<file path="src/rtl/park_pkg.sv">
// Exit-park shared definitions: FSM states, slot/map widths, gate timing default.
// Latency: n/a (types and constants only).
// Backpressure: n/a.
package park_pkg;

  localparam int SLOT_W            = 3;
  localparam int MAP_W             = 8;
  localparam int CNT_W             = 4;
  localparam int GATE_CYCLES_DFLT  = 4;

  typedef enum logic [1:0] {
    IDLE    = 2'd0,
    CHECK   = 2'd1,
    OPEN    = 2'd2,
    RELEASE = 2'd3
  } state_t;

endpackage

</file>
<file path="src/rtl/exit_park_slot_popcount.sv">
// Counts the free (zero) slots in an occupancy map.
// Latency: combinational.
// Backpressure: none.
// Ports: map - occupancy map (1 = occupied); zero_count - number of zero bits (0..8).
module slot_popcount
  import park_pkg::*;
(
  input  logic [MAP_W-1:0] map,
  output logic [CNT_W-1:0] zero_count
);

  always_comb begin
    zero_count = '0;
    for (int i = 0; i < MAP_W; i++) begin
      zero_count = zero_count + {{(CNT_W-1){1'b0}}, ~map[i]};
    end
  end

endmodule

</file>
<file path="src/rtl/exit_park.sv">
// Exit barrier controller: clears the vacated slot, opens the gate, flags exits from empty slots.
// Latency: exit sampled at edge N -> update/error after edge N+1, gate_open rises at edge N+2.
// Backpressure: a held exit is processed once; inputs are ignored until the FSM is back in IDLE.
// Ports: clk, rst_n (sync, active-low); exit/park_number/parking_capacity request inputs;
//        parking_capacity_next/free_count registered result, update/error one-cycle pulses,
//        gate_open barrier drive, busy = not IDLE.
module exit_park
  import park_pkg::*;
#(
  parameter int GATE_CYCLES = GATE_CYCLES_DFLT
)
(
  input  logic              clk,
  input  logic              rst_n,
  input  logic              exit,
  input  logic [SLOT_W-1:0] park_number,
  input  logic [MAP_W-1:0]  parking_capacity,
  output logic [MAP_W-1:0]  parking_capacity_next,
  output logic              update,
  output logic              gate_open,
  output logic              error,
  output logic              busy,
  output logic [CNT_W-1:0]  free_count
);

  state_t            state, state_nxt;
  logic [SLOT_W-1:0] slot_q;
  logic [MAP_W-1:0]  map_q;
  logic [CNT_W-1:0]  gate_cnt;
  logic              slot_hit;
  logic [MAP_W-1:0]  cleared_map;
  logic [CNT_W-1:0]  cleared_free;
  logic              capture_en;
  logic              load_en;
  logic              err_en;

  assign slot_hit    = map_q[slot_q];
  assign cleared_map = map_q & ~(MAP_W'(1) << slot_q);

  // Free count is computed on the value being loaded so it lands with the map.
  slot_popcount u_popcount (
    .map        (cleared_map),
    .zero_count (cleared_free)
  );

  // State register
  always_ff @(posedge clk) begin
    if (!rst_n) state <= IDLE;
    else        state <= state_nxt;
  end

  // Next-state logic
  always_comb begin
    state_nxt = state;
    case (state)
      IDLE:    if (exit) state_nxt = CHECK;
      CHECK:   state_nxt = slot_hit ? OPEN : RELEASE;
      // Counter runs out one cycle after the last gate-high cycle was registered.
      OPEN:    if (gate_cnt == '0) state_nxt = RELEASE;
      RELEASE: if (!exit) state_nxt = IDLE;
      default: state_nxt = IDLE;
    endcase
  end

  // Output / control decode
  always_comb begin
    busy       = (state != IDLE);
    capture_en = (state == IDLE) && exit;
    load_en    = (state == CHECK) && slot_hit;
    err_en     = (state == CHECK) && !slot_hit;
  end

  // Datapath and registered outputs
  always_ff @(posedge clk) begin
    if (!rst_n) begin
      slot_q                <= '0;
      map_q                 <= '0;
      parking_capacity_next <= '0;
      free_count            <= CNT_W'(MAP_W);
      update                <= 1'b0;
      error                 <= 1'b0;
      gate_open             <= 1'b0;
      gate_cnt              <= '0;
    end else begin
      update <= load_en;
      error  <= err_en;
      if (capture_en) begin
        slot_q <= park_number;
        map_q  <= parking_capacity;
      end
      if (load_en) begin
        parking_capacity_next <= cleared_map;
        free_count            <= cleared_free;
      end
      // gate_open is registered, so it rises one edge after OPEN is entered
      // and stays high for exactly GATE_CYCLES cycles.
      if (load_en) begin
        gate_cnt  <= CNT_W'(GATE_CYCLES);
        gate_open <= 1'b0;
      end else if ((state == OPEN) && (gate_cnt != '0)) begin
        gate_cnt  <= gate_cnt - 1'b1;
        gate_open <= 1'b1;
      end else begin
        gate_open <= 1'b0;
      end
    end
  end

endmodule

</file>
<file path="config.mk">
export PLATFORM = sky130hd
export DESIGN_NAME = exit_park
export DESIGN_NICKNAME = d
export VERILOG_FILES = /design/src/rtl/park_pkg.sv /design/src/rtl/exit_park_slot_popcount.sv /design/src/rtl/exit_park.sv
export SDC_FILE = /design/constraint.sdc
export NUM_CORES = 1
export LEC_CHECK = 0
export ABC_AREA = 1
export BUFFER_PORTS_ARGS = -buffer_cell sky130_fd_sc_hd__buf_4
export CORE_MARGIN = 2
export CORE_UTILIZATION = 54
export CTS_BUF_LIST = sky130_fd_sc_hd__clkbuf_16
export CTS_CLUSTER_DIAMETER = 200
export DETAILED_ROUTE_END_ITERATION = 8
export PLACE_DENSITY = 0.79
export SLEW_MARGIN = 20
export SYNTH_ARGS = -nofsm -noshare
export SYNTH_HDL_FRONTEND = slang
export SYNTH_SLANG_ARGS = --single-unit
</file>
<file path="constraint.sdc">
create_clock -name clk -period 8.2 [get_ports clk]
set_input_delay 0.41 -clock clk [delete_from_list [all_inputs] [get_ports clk]]
set_output_delay 0.41 -clock clk [all_outputs]
set_load 0.03 [all_outputs]
</file>
==> impl_metrics.py, run 1 <==
metrics = {
    "outcome": {
        "status": "complete, but fails checks",
        "failed_checks": "design-rule violations",
    },
    "clock_tree": {
        "cts_setup_buffers": 0,
        "cts.htree.levels": 2,
        "cts-root-buf": "clkbuf_16",
        "clock_tree_from_tritoncts": "yes",
        "clock_latency_ps": 270,
        "cts_hold_buffers": 0,
        "clk_pin_slew_worst_paths_ps": 50,
        "cts_sinks": 32,
        "cts_repair_resize_count": 0,
        "tritoncts.num_buffers": 5,
        "cts_max_path_buffers": 2,
    },
    "setup_path": {
        "setup.worst_path.start_class": "register",
        "worst_r2r_endpoint": "free_count[1]",
        "path_max_fanout": 8,
        "cp_slowest_cell": "dfxtp_1",
        "setup.reg_to_reg.worst_slack_ps": 4870,
        "slowest_delay_ps": 520,
        "critical_path_class": "reg -> reg",
        "critical_path.cell_chain": "nand2_1 -> o21ai_0 -> ha_1 -> inv_1 -> fa_1 -> fa_1 -> inv_1 -> fa_1 -> inv_1 -> fa_1 -> o21ai_2",
        "critPathCaptureType": "register",
        "worst_r2r_path_depth": 11,
        "critical_path_required_ps": 8400,
        "cp_common_cell": "fa_1",
        "worst_r2r_start": "slot_q[0]",
        "timing.critical_path.arrival_ps": 3530,
    },
    "worst_hold_path": {
        "worstHoldPathCells": 3,
        "worstHoldPathType": "in -> reg",
        "hold_path_end": "map_q[2]",
        "worst_hold_startpoint": "parking_capacity[2]",
    },
    "power_and_ir_drop": {
        "total_leakage_power_nw": 0.956,
        "ir_drop_mv": 0.206,
        "power.density_cell_area_nw_per_um2": 331,
    },
    "layout": {
        "nets": 262,
        "diodes": 0,
        "final_layout_size_suffix_gt1_frac": 0.231,
        "synthToLayoutAreaGrowth_pct": 20.7,
        "fill_cells": 263,
        "final_cell_count_without_fillers": 265,
    },
    "place": {
        "globalplace.congestion": 0.825,
        "place.detailed.hpwl_um": 2250,
        "numPlacedInstances": 258,
        "dpl_worst_slack_ps": 4870,
        "port_buffers": 29,
    },
    "synthesis": {
        "synth-warning-count": 0,
        "syn-mean-instance-area_um2": 7.92,
        "netlist-cell-type-count": 21,
        "synth_nets": 233,
        "sequential_to_total_area_share_from_yosys_stat": 0.395,
        "syn_std_cell_area_um2": 1620,
        "postSynthCellCount": 205,
        "ys_ff_latch": 32,
    },
    "sta": {
        "setup-tns-final_ps": 0,
        "final_report_max_slew_violation_count": 0,
        "setup_skew_after_layout_ps": 3.08,
        "timing.slew.headroom": 0.624,
        "layout_setup_ws_ps": 4870,
        "fmax_mhz": 300,
        "timing.final.crit_period_ps": 3330,
        "rsz_0062_raised_after_global_routing": "false",
        "final.period_utilization": 0.406,
        "setup_viol": 0,
        "finalHoldViolCount": 0,
        "worst_slew_pin_slew_ps": 559,
    },
    "floorplan": {
        "die_h_um": 58.8,
        "dieWidth_um": 58.8,
        "boundaryPins": 30,
        "floorplan.initialDensity": 0.579,
        "fp.coreArea_um2": 2810,
        "row_count": 19,
        "die_ar_um2": 3460,
    },
    "global_routing": {
        "grt_pass1_wl_um": 5300,
        "grt_max_degree": 28,
        "antenna_violations_before_repair": 0,
        "track_usage": 0.204,
        "via_count_of_the_first_global_routing_pass": 1277,
        "grt_remaining_overflow": 0,
    },
    "routing": {
        "drt-pass1-iter-count": 6,
        "drc": 3,
        "drt_first_iter_violations": 37,
        "wl_per_cell_um": 11.1,
        "detail_route.vias_per_cell": 5.14,
        "ant_nets": 0,
        "vias": 1361,
        "finalWirelength_um": 2950,
    },
    "flow_run": {
        "max_cap_violations": 0,
    },
}
critical path: cells and delay by family (launching register included):
kind / cells / cell delay [ps]
buffers and inverters: 3 / 210
AND/OR/NAND/NOR: 1 / 110
AO/OA/AOI/OAI: 2 / 410
flip-flops: 1 / 520
adder cells (fa/ha/maj): 5 / 2020
stage by stage:
stage               power, mW  area (µm²)  hold slack, ps   util
global route            0.710        1960             425  0.698
global placement        0.477        1820             452  0.650
detailed placement      0.488        1820             459  0.650
CTS                     0.656        1960             387  0.698
floorplan               0.426        1620             440      -
finish                  0.649        1960             388  0.698
power by group:
part	switching, mW	leakage (nW)	internal, mW
Clock	0.0578	0.0709	0.108
Combinational	0.167	0.624	0.101
Sequential	0.0271	0.261	0.187
Total	0.252	0.956	0.397
how the worst max path moves through the flow:
stage / from / endpoint / slack [ps] / cells after the start
floorplan: slot_q[0] / free_count[1] / 5070 / 13
global placement: slot_q[0] / free_count[1] / 4950 / 11
detailed placement: slot_q[0] / free_count[1] / 4870 / 11
CTS: slot_q[0] / free_count[1] / 4850 / 11
global route: slot_q[0] / free_count[1] / 4660 / 11
finish: slot_q[0] / free_count[1] / 4870 / 11
cells in the final DEF (no fill, tap or decap):
| cell type | n |
|---|---|
| dfxtp_1 | 32 |
| xor2_1 | 2 |
| inv_1 | 25 |
| nand3_1 | 14 |
| or2_2 | 1 |
| nor2_1 | 27 |
| a21oi_1 | 8 |
| o21a_1 | 1 |
| o21ai_2 | 9 |
| clkinv_2 | 1 |
| ha_1 | 10 |
| clkbuf_16 | 5 |
| inv_2 | 1 |
| buf_4 | 29 |
| o21ai_0 | 20 |
| nand3_2 | 4 |
| nand2_2 | 3 |
| inv_6 | 1 |
| nand2_1 | 37 |
| fa_1 | 4 |
final cells by class:
| class | instances | area (µm²) | share of cell area |
|---|---|---|---|
| clock buffer | 5 | 125 | 0.0639 |
| clock inverter | 2 | 8.76 | 0.00447 |
| inverter | 26 | 103 | 0.0524 |
| multi-input combinational | 140 | 825 | 0.421 |
| sequential | 32 | 641 | 0.327 |
| tap | 31 | 38.8 | 0.0198 |
| timing repair buffer | 29 | 218 | 0.111 |
sequential cells by signal, summed over array words and instances (netlist names):
register and flops:
update 1, state 2, error 1, slot_q 3
parking_capacity_next 8, gate_cnt 4, gate_open 1, map_q 8
free_count 4
cell usage after synthesis:
library cell | count | area, µm²
nand3_2 | 4 | 40.0
nor2_1 | 27 | 101
ha_1 | 10 | 125
xor2_1 | 2 | 17.5
o21a_1 | 1 | 7.51
dfxtp_1 | 32 | 641
inv_2 | 1 | 3.75
nand2_1 | 37 | 139
fa_1 | 4 | 80.1
buf_2 | 2 | 10.0
buf_4 | 1 | 7.51
o21ai_2 | 9 | 78.8
a21oi_1 | 8 | 40.0
nand3_1 | 14 | 70.1
clkbuf_1 | 1 | 3.75
nand2_2 | 3 | 18.8
inv_6 | 1 | 8.76
buf_6 | 3 | 33.8
o21ai_0 | 20 | 100
or2_2 | 1 | 6.26
inv_1 | 24 | 90.1
routing by layer:
metal | wire length [µm] | GRT usage | part of all wire
met1 | 1290 | 0.249 | 0.44
met2 | 1430 | 0.330 | 0.48
met3 | 178 | 0.0659 | 0.060
met4 | 54 | 0.0877 | 0.018
met5 | 0 | 0 | 0
cell families after synthesis:
logic type	share of synthesized area
AO/OA/AOI/OAI	0.140
XOR/XNOR	0.0108
adder cells (fa/ha/maj)	0.126
buffers and inverters	0.0971
flip-flops	0.395
AND/OR/NAND/NOR	0.231
Power figures use the tool's default switching activity.
==> inputs of run 2 (changes only) <==
- ABC_AREA: 1 -> 0
- clock period: 8.2 -> 3.3 ns (I/O delays scaled with it)
==> run 2 against run 1 <==
  * The run now ends clean
  * Setup slack worse by 4800 ps
  * Cell area up 5.9%
  * Utilization down 0.72 points
  * Count of clock-buffer cells in the layout unchanged
  * Sequential power up 130%
  * Critical path type unchanged
  * Critical endpoint unchanged
==> impl_metrics.py, run 2 <==
metrics = {
    "outcome": {
        "status": "finished clean",
    },
    "synthesis": {
        "synth-warning-count": 0,
        "synth.most_common_cell": "dfxtp_1",
        "synth.top_cells.by_area": "dfxtp_1 (38%), ha_1 (7.5%), inv_1 (5.8%)",
        "syn-mean-instance-area_um2": 9.76,
        "synth_nets": 200,
        "postSynthCellCount": 172,
        "synth_top_cell_area_share": 0.382,
        "ys_ff_latch": 32,
        "syn_std_cell_area_um2": 1680,
        "yosys_most_used_dff": "dfxtp_1",
        "yosys.area.top_type": "dfxtp_1",
        "synth-edff-count": 0,
        "sequential_to_total_area_share_from_yosys_stat": 0.382,
        "ys_top_cells_by_count": "dfxtp_1 (32), inv_1 (26), nand2_1 (26), a21boi_0 (12), ha_1 (10)",
        "netlist-cell-type-count": 36,
        "postSynth.asyncResetShare": 0,
    },
    "routing": {
        "vias": 1249,
        "wl_per_cell_um": 14.1,
        "detail_route.vias_per_cell": 5.27,
        "drt-pass1-iter-count": 5,
        "ant_nets": 0,
        "drc": 0,
        "drt_first_iter_violations": 36,
        "finalWirelength_um": 3330,
    },
    "setup_path": {
        "setup.worst_path.start_class": "register",
        "critical_path_required_ps": 3500,
        "timing.critical_path.arrival_ps": 3390,
        "worst_path_dominant_cell_family": "adder cells",
        "cp_slowest_cell": "fa_1",
        "worstPathBufferInverterCount": 3,
        "slowest_delay_ps": 490,
        "critical_path.cell_chain": "nand2b_1 -> o21ai_2 -> ha_1 -> inv_1 -> fa_1 -> fa_1 -> inv_1 -> fa_1 -> inv_1 -> fa_1 -> o22ai_2",
        "cp_common_cell": "fa_1",
        "critical_path_class": "reg -> reg",
        "critPathCaptureType": "register",
        "path_max_fanout": 8,
    },
    "power_and_ir_drop": {
        "power.density_cell_area_nw_per_um2": 714,
        "total_leakage_power_nw": 0.846,
        "ir_drop_mv": 0.423,
    },
    "place": {
        "port_buffers": 29,
        "dpl_worst_slack_ps": 9.53,
        "place.detailed.hpwl_um": 2450,
        "globalplace.congestion": 0.744,
    },
    "sta": {
        "worst_slew_pin_slew_ps": 598,
        "layout_setup_ws_ps": 114,
        "timing.final.crit_period_ps": 3190,
        "timing.slew.headroom": 0.600,
        "finalHoldViolCount": 0,
        "final.period_utilization": 0.965,
        "setup_skew_after_layout_ps": 3.19,
        "fmax_mhz": 314,
        "setup_viol": 0,
        "final_report_max_slew_violation_count": 0,
    },
    "global_routing": {
        "grt_max_degree": 17,
        "antenna_violations_before_repair": 0,
        "grt_remaining_overflow": 0,
        "track_usage": 0.206,
        "grt_pass1_wl_um": 5290,
        "via_count_of_the_first_global_routing_pass": 1180,
    },
    "layout": {
        "util_after_layout": 0.691,
        "fill_cells": 242,
        "synthToLayoutAreaGrowth_pct": 23.5,
        "final_common_cell": "buf_4",
        "final_layout_size_suffix_gt1_frac": 0.299,
        "diodes": 0,
        "largest_registers": "map_q (8), parking_capacity_next (8)",
        "nets": 231,
        "layout.cells.most_common_list": "buf_4 (32), dfxtp_1 (30), inv_1 (26), nand2_1 (26), a21boi_0 (12)",
    },
    "clock_tree": {
        "cts-root-buf": "clkbuf_16",
        "clock_latency_ps": 280,
        "cts_hold_buffers": 0,
        "clk_pin_slew_worst_paths_ps": 50,
        "cts_max_path_buffers": 2,
        "tritoncts.num_buffers": 5,
        "cts.htree.levels": 2,
        "clock_tree_from_tritoncts": "yes",
        "cts_setup_buffers": 0,
        "cts_sinks": 32,
    },
    "worst_hold_path": {
        "worstHoldPathType": "in -> reg",
    },
    "flow_run": {
        "max_cap_violations": 0,
    },
    "floorplan": {
        "fp.coreArea_um2": 3000,
        "die_ar_um2": 3570,
        "row_count": 20,
        "die_h_um": 59.8,
        "dieWidth_um": 59.8,
        "boundaryPins": 30,
        "floorplan.initialDensity": 0.559,
    },
}
## run 2: cell count changes after synthesis, moves of 3 or more
| cell | change |
|---|---|
| nor2_1 | -24 |
| o21ai_0 | -17 |
| a21boi_0 | +12 |
| nand2_1 | -11 |
| nand3_1 | -11 |
| o21ai_2 | -9 |
| a21oi_1 | -6 |
| o22ai_2 | +6 |
| mux2i_1 | +5 |
| o2bb2ai_2 | +5 |
| nand3_2 | -4 |
| clkbuf_1 | +3 |
| nand2_2 | -3 |
| nor2b_1 | +3 |
## run 2: cell type report
cell class	count	area (µm²)	share of cell area
multi-input cells	105	895	0.431
flip-flops and latches	32	646	0.311
repair buffers	32	240	0.116
clock buffers	5	125	0.0603
inverters	27	114	0.0549
well taps	33	41.3	0.0199
clock inverters	3	13.8	0.00663
## run 2: cells by family after synthesis
| family | after synthesis | synth area share |
|---|---|---|
| buffers and inverters | 35 | 0.0998 |
| AO/OA/AOI/OAI | 39 | 0.218 |
| adder cells (fa/ha/maj) | 14 | 0.122 |
| AND/OR/NAND/NOR | 41 | 0.108 |
| flip-flops | 32 | 0.382 |
| XOR/XNOR | 4 | 0.0209 |
| multiplexers | 7 | 0.0499 |
## run 2: per-stage QoR
stage / instance area (µm²) / hold WS (ps) / power (mW) / setup TNS [ps] / instances
final: 2070 / 141 / 1.48 / 0 / 237
after detailed placement: 1910 / 437 / 1.03 / 0 / 229
after CTS: 2050 / 145 / 1.48 / 0 / 237
after global routing: 2070 / 159 / 1.57 / -12.2 / 237
after global placement: 1910 / 425 / 0.980 / 0 / 229
after floorplan: 1680 / 306 / 0.894 / 0 / 172
## run 2: routing by layer
metal | part of all wire | GRT usage | up-vias
li1 | - | - | 626
met1 | 0.43 | 0.235 | 588
met2 | 0.52 | 0.357 | 32
met3 | 0.048 | 0.0844 | 3
met4 | 0.0081 | 0.0476 | 0
met5 | 0 | 0 | -
## run 2: repair_timing
item	in CTS	in global routing
gates resized for setup	1	7
gates cloned	0	0
endpoints found under the setup margin	1	2
## run 2: path summary, 6_finish.rpt
| check | from | endpoint | slack (ps) | depth (start not counted) |
|---|---|---|---|---|
| max | slot_q[2] | free_count[1] | 110 | 11 |
| min | park_number[2] | slot_q[2] | 140 | 3 |
| max reg2reg | slot_q[2] | free_count[1] | 110 | 11 |
| min reg2reg | free_count[0] | free_count[0] | 450 | 2 |
## run 2: worst min-delay path, cell delays in order
cell	delay [ps]
buf_4	110
nand2_1	40
a21boi_0	60
## run 2: where the power goes
part	internal (mW)	switching, mW
sequential	0.439	0.0549
combinational	0.230	0.320
clock	0.273	0.164
total	0.942	0.539
